$ cat config.mk
export PLATFORM = sky130hd
export DESIGN_NAME = mod_counter_prog
export DESIGN_NICKNAME = d
export VERILOG_FILES = /design/src/rtl/mod_counter_prog_pkg.sv /design/src/rtl/mod_next_calc.sv /design/src/rtl/mod_counter_prog.sv
export SDC_FILE = /design/constraint.sdc
export NUM_CORES = 1
export LEC_CHECK = 0
export ABC_AREA = 1
export CORE_ASPECT_RATIO = 0.9
export CORE_UTILIZATION = 40
export CTS_CLUSTER_SIZE = 20
export DETAILED_ROUTE_END_ITERATION = 10
export GPL_ROUTABILITY_DRIVEN = 0
export SETUP_SLACK_MARGIN = 0.5
export SKIP_LAST_GASP = 1
export SYNTH_ARGS = -nofsm -noshare
export SYNTH_HDL_FRONTEND = slang
export SYNTH_HIERARCHICAL = 1
export SYNTH_SLANG_ARGS = --single-unit
$ cat constraint.sdc
create_clock -name clk -period 2.4 [get_ports clk]
set_clock_uncertainty 0.15 [all_clocks]
set_input_delay 0.24 -clock clk [delete_from_list [all_inputs] [get_ports clk]]
set_output_delay 0.24 -clock clk [all_outputs]
set_load 0.05 [all_outputs]
$ cat src/rtl/mod_counter_prog_pkg.sv
// ---------------------------------------------------------------------------
// mod_counter_pkg
// Shared definitions for the programmable modulo counter:
//   - mode_e    : counting mode encodings driven on the 2-bit mode port
//   - clamp_val : saturates a value into an inclusive [lo, hi] window; used
//                 for both the programmed modulus and the preload value
// ---------------------------------------------------------------------------
package mod_counter_pkg;

  typedef enum logic [1:0] {
    MODE_UP       = 2'b00,  // count up, wrap M-1 -> 0
    MODE_DOWN     = 2'b01,  // count down, wrap 0 -> M-1
    MODE_ONESHOT  = 2'b10,  // count up to M-1, then stop and flag done
    MODE_PINGPONG = 2'b11   // bounce 0 .. M-1 .. 0
  } mode_e;

  // Saturate v into [lo, hi]. Callers guarantee lo <= hi.
  function automatic int unsigned clamp_val(input int unsigned v,
                                            input int unsigned lo,
                                            input int unsigned hi);
    int unsigned r;
    r = v;
    if (v < lo) r = lo;
    if (v > hi) r = hi;
    return r;
  endfunction

endpackage

$ cat src/rtl/mod_next_calc.sv
// ---------------------------------------------------------------------------
// mod_next_calc
// Purely combinational next-state calculator for mod_counter_prog. Given the
// current count, modulus, mode, direction and done flag it produces what the
// counter would become on an enabled clock edge.
//
// Ports:
//   count      in  CW  current count (always < m)
//   m          in  MW  active modulus (2..MAX_MOD)
//   mode       in  2   counting mode (mode_e)
//   dir        in  1   current direction, 1 = up
//   done       in  1   one-shot finished flag
//   next_count out CW  count after an enabled edge
//   next_dir   out 1   direction after an enabled edge
//   wrap_evt   out 1   this enabled edge is a wrap / turnaround / one-shot end
//   tc_raw     out 1   count sits at its terminal value (not yet gated by en)
// ---------------------------------------------------------------------------
module mod_next_calc
  import mod_counter_pkg::*;
#(
  parameter int CW = 4,
  parameter int MW = 4
) (
  input  logic [CW-1:0] count,
  input  logic [MW-1:0] m,
  input  logic [1:0]    mode,
  input  logic          dir,
  input  logic          done,
  output logic [CW-1:0] next_count,
  output logic          next_dir,
  output logic          wrap_evt,
  output logic          tc_raw
);

  logic [MW-1:0] count_ext;
  logic [MW-1:0] m_minus1;
  logic          at_top;
  logic          at_zero;
  logic [CW-1:0] count_inc;
  logic [CW-1:0] count_dec;
  logic [CW-1:0] top_val;
  logic [CW-1:0] turn_val;

  // Comparisons against the modulus are done at MW bits so that a modulus of
  // exactly 2**CW still works.
  assign count_ext = MW'(count);
  assign m_minus1  = m - MW'(1);
  assign at_top    = (count_ext == m_minus1);
  assign at_zero   = (count == '0);

  // count < m always holds, so m-1 and m-2 fit in CW bits.
  assign count_inc = count + CW'(1);
  assign count_dec = count - CW'(1);
  assign top_val   = CW'(m_minus1);
  assign turn_val  = CW'(m - MW'(2));

  always_comb begin
    next_count = count;
    next_dir   = dir;
    wrap_evt   = 1'b0;
    tc_raw     = 1'b0;

    case (mode_e'(mode))
      MODE_UP: begin
        next_dir   = 1'b1;
        tc_raw     = at_top;
        wrap_evt   = at_top;
        next_count = at_top ? '0 : count_inc;
      end

      MODE_DOWN: begin
        next_dir   = 1'b0;
        tc_raw     = at_zero;
        wrap_evt   = at_zero;
        next_count = at_zero ? top_val : count_dec;
      end

      MODE_ONESHOT: begin
        next_dir = 1'b1;
        // Once done, the counter is frozen and no longer reports terminal.
        tc_raw   = at_top && !done;
        if (done) begin
          next_count = count;
        end else if (at_top) begin
          next_count = count;
          wrap_evt   = 1'b1;
        end else begin
          next_count = count_inc;
        end
      end

      MODE_PINGPONG: begin
        if (dir) begin
          tc_raw = at_top;
          if (at_top) begin
            // Turn around at the top; M-2 is 0 when M=2, giving 0,1,0,1.
            next_count = turn_val;
            next_dir   = 1'b0;
            wrap_evt   = 1'b1;
          end else begin
            next_count = count_inc;
          end
        end else begin
          tc_raw = at_zero;
          if (at_zero) begin
            next_count = CW'(1);
            next_dir   = 1'b1;
            wrap_evt   = 1'b1;
          end else begin
            next_count = count_dec;
          end
        end
      end

      default: begin
        next_count = count;
      end
    endcase
  end

endmodule

$ cat src/rtl/mod_counter_prog.sv
// ---------------------------------------------------------------------------
// mod_counter_prog
// Runtime-programmable modulo counter with up, down, one-shot and ping-pong
// modes, synchronous preload and a cascade-friendly terminal count.
// Edge priority: cfg_we > load > en. tc feeds the next stage's en directly.
//
// Ports:
//   clk      in  1   rising-edge clock
//   reset    in  1   asynchronous active-low reset
//   en       in  1   count enable / cascade carry-in
//   mode     in  2   00 up, 01 down, 10 one-shot, 11 ping-pong
//   cfg_we   in  1   capture mod_in (clamped to 2..MAX_MOD) as modulus
//   mod_in   in  MW  new modulus
//   load     in  1   synchronous preload of count
//   load_val in  CW  preload value (clamped to M-1)
//   count    out CW  current count
//   tc       out 1   terminal count, combinational, gated by en
//   wrap     out 1   registered one-cycle pulse on wrap / turnaround
//   dir      out 1   current direction, 1 = up
//   done     out 1   sticky one-shot finished flag
// ---------------------------------------------------------------------------
module mod_counter_prog
  import mod_counter_pkg::*;
#(
  parameter int MAX_MOD = 10,
  parameter int CW      = $clog2(MAX_MOD),
  parameter int MW      = $clog2(MAX_MOD + 1),
  parameter int DEF_MOD = MAX_MOD
) (
  input  logic          clk,
  input  logic          reset,
  input  logic          en,
  input  logic [1:0]    mode,
  input  logic          cfg_we,
  input  logic [MW-1:0] mod_in,
  input  logic          load,
  input  logic [CW-1:0] load_val,
  output logic [CW-1:0] count,
  output logic          tc,
  output logic          wrap,
  output logic          dir,
  output logic          done
);

  logic [CW-1:0] count_q;
  logic [MW-1:0] mod_q;
  logic          dir_q;
  logic          wrap_q;
  logic          done_q;

  logic [CW-1:0] next_count;
  logic          next_dir;
  logic          wrap_evt;
  logic          tc_raw;

  logic [MW-1:0] mod_new;
  logic [CW-1:0] load_lim;
  logic [CW-1:0] cfg_count;
  logic          is_down;

  assign is_down = (mode_e'(mode) == MODE_DOWN);

  // Clamped modulus for a cfg_we write.
  assign mod_new = MW'(clamp_val(32'(mod_in), 32'd2, 32'(MAX_MOD)));

  // Preload saturates at the current modulus minus one.
  assign load_lim = CW'(clamp_val(32'(load_val), 32'd0, 32'(mod_q) - 32'd1));

  // After a reconfigure, a down counter starts at its top value.
  assign cfg_count = is_down ? CW'(mod_new - MW'(1)) : '0;

  mod_next_calc #(
    .CW (CW),
    .MW (MW)
  ) u_next (
    .count      (count_q),
    .m          (mod_q),
    .mode       (mode),
    .dir        (dir_q),
    .done       (done_q),
    .next_count (next_count),
    .next_dir   (next_dir),
    .wrap_evt   (wrap_evt),
    .tc_raw     (tc_raw)
  );

  always_ff @(posedge clk or negedge reset) begin
    if (!reset) begin
      count_q <= '0;
      mod_q   <= MW'(DEF_MOD);
      dir_q   <= 1'b1;
      wrap_q  <= 1'b0;
      done_q  <= 1'b0;
    end else if (cfg_we) begin
      mod_q   <= mod_new;
      count_q <= cfg_count;
      dir_q   <= !is_down;
      wrap_q  <= 1'b0;
      done_q  <= 1'b0;
    end else if (load) begin
      count_q <= load_lim;
      wrap_q  <= 1'b0;
      done_q  <= 1'b0;
      if (is_down) begin
        dir_q <= 1'b0;
      end
    end else if (en) begin
      count_q <= next_count;
      dir_q   <= next_dir;
      wrap_q  <= wrap_evt;
      // In one-shot mode the single wrap event is the moment it finishes.
      if ((mode_e'(mode) == MODE_ONESHOT) && wrap_evt) begin
        done_q <= 1'b1;
      end
    end else begin
      wrap_q <= 1'b0;
    end
  end

  assign count = count_q;
  assign tc    = tc_raw & en;
  assign wrap  = wrap_q;
  assign dir   = dir_q;
  assign done  = done_q;

endmodule
Yosys cells after proc, flatten, opt, wreduce, memory -nomap -nowiden:

Cells that the tools add are included.

* bits in registers: 11
* bits of input ports: 15
* logic and storage cells: 70

* add/subtract/negate cells: 6
* $lt $le $gt $ge: 3
* equality and inequality tests: 7
* multiplexer cells: 36
* bitwise logic cells: 1
* reduce and logical (&&, ||, !) cells: 12

Operators with widths (number)
* $mux W4: 14
* $gt A4 B32 Y1: 1
* $mux W1: 18
* $pmux W4 S4: 1
* $sub A4 B1 Y4 const B: 3
* $ne A4 B4 Y1 const B: 2
* $pmux W1 S4: 2
* $reduce_bool A3 Y1: 2
* $sub A4 B1 Y5 const B: 1
* $add A4 B1 Y4 const B: 1
* $eq A2 B2 Y1 const B: 2
* $eq A4 B4 Y1: 1
* $gt A4 B4 Y1 const B: 1
* $logic_not A4 Y1: 1
* $lt A4 B2 Y1 const B: 1
* $reduce_and A2 Y1: 2
* $sub A4 B2 Y4 const B: 1
* $ne A3 B2 Y1 const B: 1
* $pmux W1 S3: 1
* $reduce_and A3 Y1: 1
* $eq A2 B1 Y1 const B: 1
* $logic_and A1 B1 Y1: 2
* $logic_not A1 Y1: 2
* $logic_not A2 Y1: 1
* other kinds (2): 2

Logic depth before layout (Yosys ltp):

* depth after elaboration: 10
* mapped depth: 18
* gate-level depth less buffers: 17

Hierarchy:

Netlist, hierarchy kept.

Modules (own cells, without submodules)
* mod_counter_prog: times used 1, cells each 120, area each 823.3 um^2, sequential area each 279.0 um^2
* mod_next_calc: times used 1, cells each 118, area each 631.9 um^2, sequential area each 0.0 um^2

Worst setup path after synthesis:

OpenSTA, ideal clock, no wires.

* path kind: register to register
* from: register mod_q[1]
* to: register count_q[0], in the netlist count[0]
* arrival: 2277 ps
* setup slack: -150 ps
* cell stages (with the launch flop): 18
* buffers on the path: 1
* period minus slack after synthesis: 2550 ps
* path through: dfstp_2 inv_1 ha_1 inv_1 nand2_1 nand2_1 nand2_1 nor2_4 nand2_4 buf_6 ha_1 nand2_1 o211ai_1 o2111ai_1 nand2_1 nand2_1 a21oi_1 a21oi_1

* word-level cells in the longest chain between the ends: 8

RTL lines
* from (decl): line mod_counter_prog.sv:46 `logic [MW-1:0] mod_q;`
* from (signal assigned): line mod_counter_prog.sv:90 `mod_q <= MW'(DEF_MOD);`
* from (signal assigned): line mod_counter_prog.sv:95 `mod_q <= mod_new;`
* $sub A4 B1 Y4 *: line mod_next_calc.sv:47 `assign m_minus1 = m - MW'(1);`
* $eq A4 B4 Y1 *: line mod_next_calc.sv:48 `assign at_top = (count_ext == m_minus1);`
* $mux W4: line mod_next_calc.sv:95 `if (at_top) begin`
* $mux W4: line mod_next_calc.sv:93 `if (dir) begin`
* $pmux W4 S4 *: line mod_next_calc.sv:63 `case (mode_e'(mode))`
* named net next_count[0]: line mod_counter_prog.sv:51 `logic [CW-1:0] next_count;`
* $mux W4 *: line mod_counter_prog.sv:107 `end else if (en) begin`
* $mux W4 *: line mod_counter_prog.sv:100 `end else if (load) begin`
* $mux W4 *: line mod_counter_prog.sv:94 `end else if (cfg_we) begin`
* to (signal assigned): line mod_counter_prog.sv:96 `count_q <= cfg_count;`
* to (signal assigned): line mod_counter_prog.sv:101 `count_q <= load_lim;`
* to (signal assigned): line mod_counter_prog.sv:108 `count_q <= next_count;`
* to (decl): line mod_counter_prog.sv:45 `logic [CW-1:0] count_q;`

Mark *: on every way through the listed nets, which the timed path passes. The rest lies on a longest branch. The select of a mux whose other input is x is not followed.
A chain may end at the register's enable or synchronous reset.

Worst setup path in the final report:

* from: register mod_q[1]
* to: output tc

* word-level cells in the longest chain between the ends: 5

RTL lines
* $sub A4 B1 Y4 *: line mod_next_calc.sv:47
* $eq A4 B4 Y1 *: line mod_next_calc.sv:48
* $mux W1 or $logic_and A1 B1 Y1 (tied branches): line mod_next_calc.sv:93, mod_next_calc.sv:81
* $pmux W1 S4 *: line mod_next_calc.sv:63
* named net tc_raw: line mod_counter_prog.sv:54 `logic tc_raw;`
* $and A1 B1 Y1 *: line mod_counter_prog.sv:121 `assign tc = tc_raw & en;`
* to (decl): line mod_counter_prog.sv:39 `output logic tc,`

Mark *: on every way through the listed nets, which the timed path passes. The rest lies on a longest branch.

==> results.toml <==
[critical_path]
reg2reg_from = "mod_q[1]"
crit_path_max_fanout = 4
critical_path_buf_inv_count = 3
critPathMostFrequentCell = "nand2_2"
r2r_slack_ns = -0.08
cp_top_family = "simple AND/OR/NAND/NOR gates"
critPathMaxStageDelay_ns = 0.55
crit_start = "mod_q[1]"
end_kind = "output port"
critical_path_class = "flop to output port"
r2r_end = "count[0]"
slowest_stage = "dfstp_2"
rr_worst_depth = 16
critPathLaunchType = "flop"
arrival_ns = 2.18
worstPathRequired_ns = 2.01
path_cells = "inv_4 > ha_4 > nand2_4 > nand2_2 > nand2_2 > nand2_2 > nand2_2 > nand2_4 > nand2_4 > nor2_4 > o21ai_1 > o211ai_1 > nand2_1 > clkinvlp_4 > buf_12"

[floorplan]
num_rows = 20
die_w_um = 65.6
core_sq_um = 3430
start_util_pct = 42.4
io-pin-count = 23
die-height_um = 59.2
die_area_sq_um = 3880

[synthesis]
synth.avg_cell_area_sq_um = 6.11
syn-num-nets = 265
synth_area_sq_um = 1460
netlist.area_leader.share_pct = 16.0
synthXorXnorAreaFrac_pct = 4.21
ys.warnings.count = 6
ys_ff_latch = 11
synthDistinctLibCells = 28
synth_compound_area_share_pct = 12.1
synthAdderAreaFrac_pct = 10.3
ys_seq_area_share_pct = 19.2
muxShareOfSynthArea_pct = 0
synthSimpleGateAreaFrac_pct = 41.6
synth_area_leaders = "nand2_1 16%, dfrtp_1 14%, nand3_1 12%"
synth_top_family_by_area = "simple AND/OR/NAND/NOR gates"
synth_area_leader_cell = "nand2_1"
synth_cells = 238

[sta]
fin_crit_ns = 2.57
fmax_mhz = 390
drv_slew = 0
setup_viol = 4
rsz0062_at_grt = "yes"
slew_headroom_pct = 65.9
worst_pin_slew_ns = 0.510
finalHoldViolations = 0
finalCritPeriodShare_pct = 107
setup_ws_ns = -0.166
tns_ns = -0.348

[routing]
drc = 0
drt-total-wl_mm = 4.06
drtAntennaViolNets = 0
wl_per_cell_um = 12.6
firstDrtPassIters = 4
num_vias = 1655
avgViaCountPerCell = 5.14
initialDrtViolationCount = 132

[layout]
seqCellArea_sq_um = 282
fin_util_pct = 60.6
layout.nets = 306
stdcell_area_sq_um = 2080
layout-drive-gt1-share_pct = 28.1
multiInputGateArea_sq_um = 1170
mostFrequentLayoutCell = "nand2_1"
diodes = 0
area_delta_synth_final_pct = 42.8
most-common-layout-cells = "50 x nand2_1, 32 x inv_1, 31 x nand3_1, 16 x clkdlybuf4s50_1, 15 x nor2_1"
fillers = 326

[clock_tree]
cts.clk_slew.worst_paths_ns = 0.05
clk_path_buf_depth = 2
clk_latency_ns = 0.24
numCtsBuffers = 3
htree_levels = 1
cts_tree = "done"
cts_hold_buffers = 0
cts_sinks = 11
cts-root-buf = "clkbuf_8"

[global_route]
track_usage_pct = 22.8
grt_pass1_wl_mm = 6.76
first_global_vias = 1583
antenna_found_initial = 0
overflow = 0
grt_max_degree = 12

[run_status]
violations = "negative setup slack"
status = "complete, but fails checks"

[min_path]
hold_path_class = "input pin to asynchronous set/reset pin"

[pwr]
power_density_nw_per_um2 = 560
max-vdd-ir-drop_uv = 360
leakage_nw = 1.04

[place]
hpwl_mm = 3.24
portBuffers = 22
dpl_cell_area_sq_um = 1840

[job]
cap_violations = 0
## how the worst max path moves through the flow
stage	slack (ns)	end	cells after the start
2_1_floorplan	0.02	count[0]	17
3_3_place_gp	-0.02	count[0]	16
3_5_place_dp	-0.03	count[0]	16
4_1_cts	-0.16	tc	13
5_1_grt	-0.26	count[0]	17
6_report	-0.17	tc	15
## layout make-up
cell class / instances / share of cell area [%]
multi-input cells: 182 / 56.1
repair buffers: 38 / 17.3
flip-flops and latches: 11 / 13.5
inverters: 43 / 8.19
well taps: 44 / 2.65
clock buffers: 3 / 1.99
clock inverters: 1 / 0.241
## synth_stat cells
| cell | count |
|---|---|
| nand2_1 | 62 |
| inv_1 | 37 |
| nand3_1 | 36 |
| nor2_1 | 17 |
| o21ai_0 | 13 |
| ha_1 | 12 |
| a21oi_1 | 8 |
| dfrtp_1 | 8 |
| inv_2 | 5 |
| nand2_2 | 5 |
| nand4_1 | 4 |
| xnor2_1 | 4 |
| dfstp_2 | 3 |
| nor2_4 | 3 |
| o211ai_1 | 3 |
| xor2_1 | 3 |
| a31oi_1 | 2 |
| nor2_2 | 2 |
| o21ai_1 | 2 |
| a211oi_1 | 1 |
| a32o_1 | 1 |
| buf_4 | 1 |
| buf_6 | 1 |
| inv_4 | 1 |
| nand2_4 | 1 |
| nand3_2 | 1 |
| nor3_1 | 1 |
| o2111ai_1 | 1 |
## cell families after synthesis
group                    count (synthesis)
AND/OR/NAND/NOR                        132
flip-flops                              11
AO/OA/AOI/OAI                           31
adder cells (fa/ha/maj)                 12
buffers and inverters                   45
XOR/XNOR                                 7
## registers in the layout, indices dropped and copies added (netlist names)
signal and cells:
mod_q 4, count 4, dir 1, wrap 1, done 1
## per-layer routing
metal	global-route usage, %	up-vias	part of all wire (%)
met5	0	-	0
met3	2.50	7	4.1
met2	38.3	48	47
met4	8.07	0	1.6
li1	-	859	-
met1	30.5	741	47
## report_power, final
group	leakage (nW)	switching [mW]	internal [mW]
combinational	0.882	0.428	0.284
sequential	0.133	0.0497	0.214
clock	0.0255	0.0724	0.114
total	1.04	0.550	0.613
## metrics by stage
step | instances | hold slack [ns] | worst slack [ns] | total power [mW]
after detailed placement | 312 | 0.368 | -0.0334 | 0.897
final | 322 | 0.190 | -0.166 | 1.16
after global placement | 312 | 0.359 | -0.0231 | 0.896
after global routing | 322 | 0.232 | -0.257 | 1.27
after floorplan | 238 | -0.206 | 0.0228 | 0.703
after CTS | 321 | 0.204 | -0.155 | 1.12
## what timing repair did
item                                    CTS  global route
pin swaps                                12            19
gates resized for setup                  18            24
setup buffers                             5             1
endpoints found under the setup margin   11            10
Power figures use the tool's default switching activity.
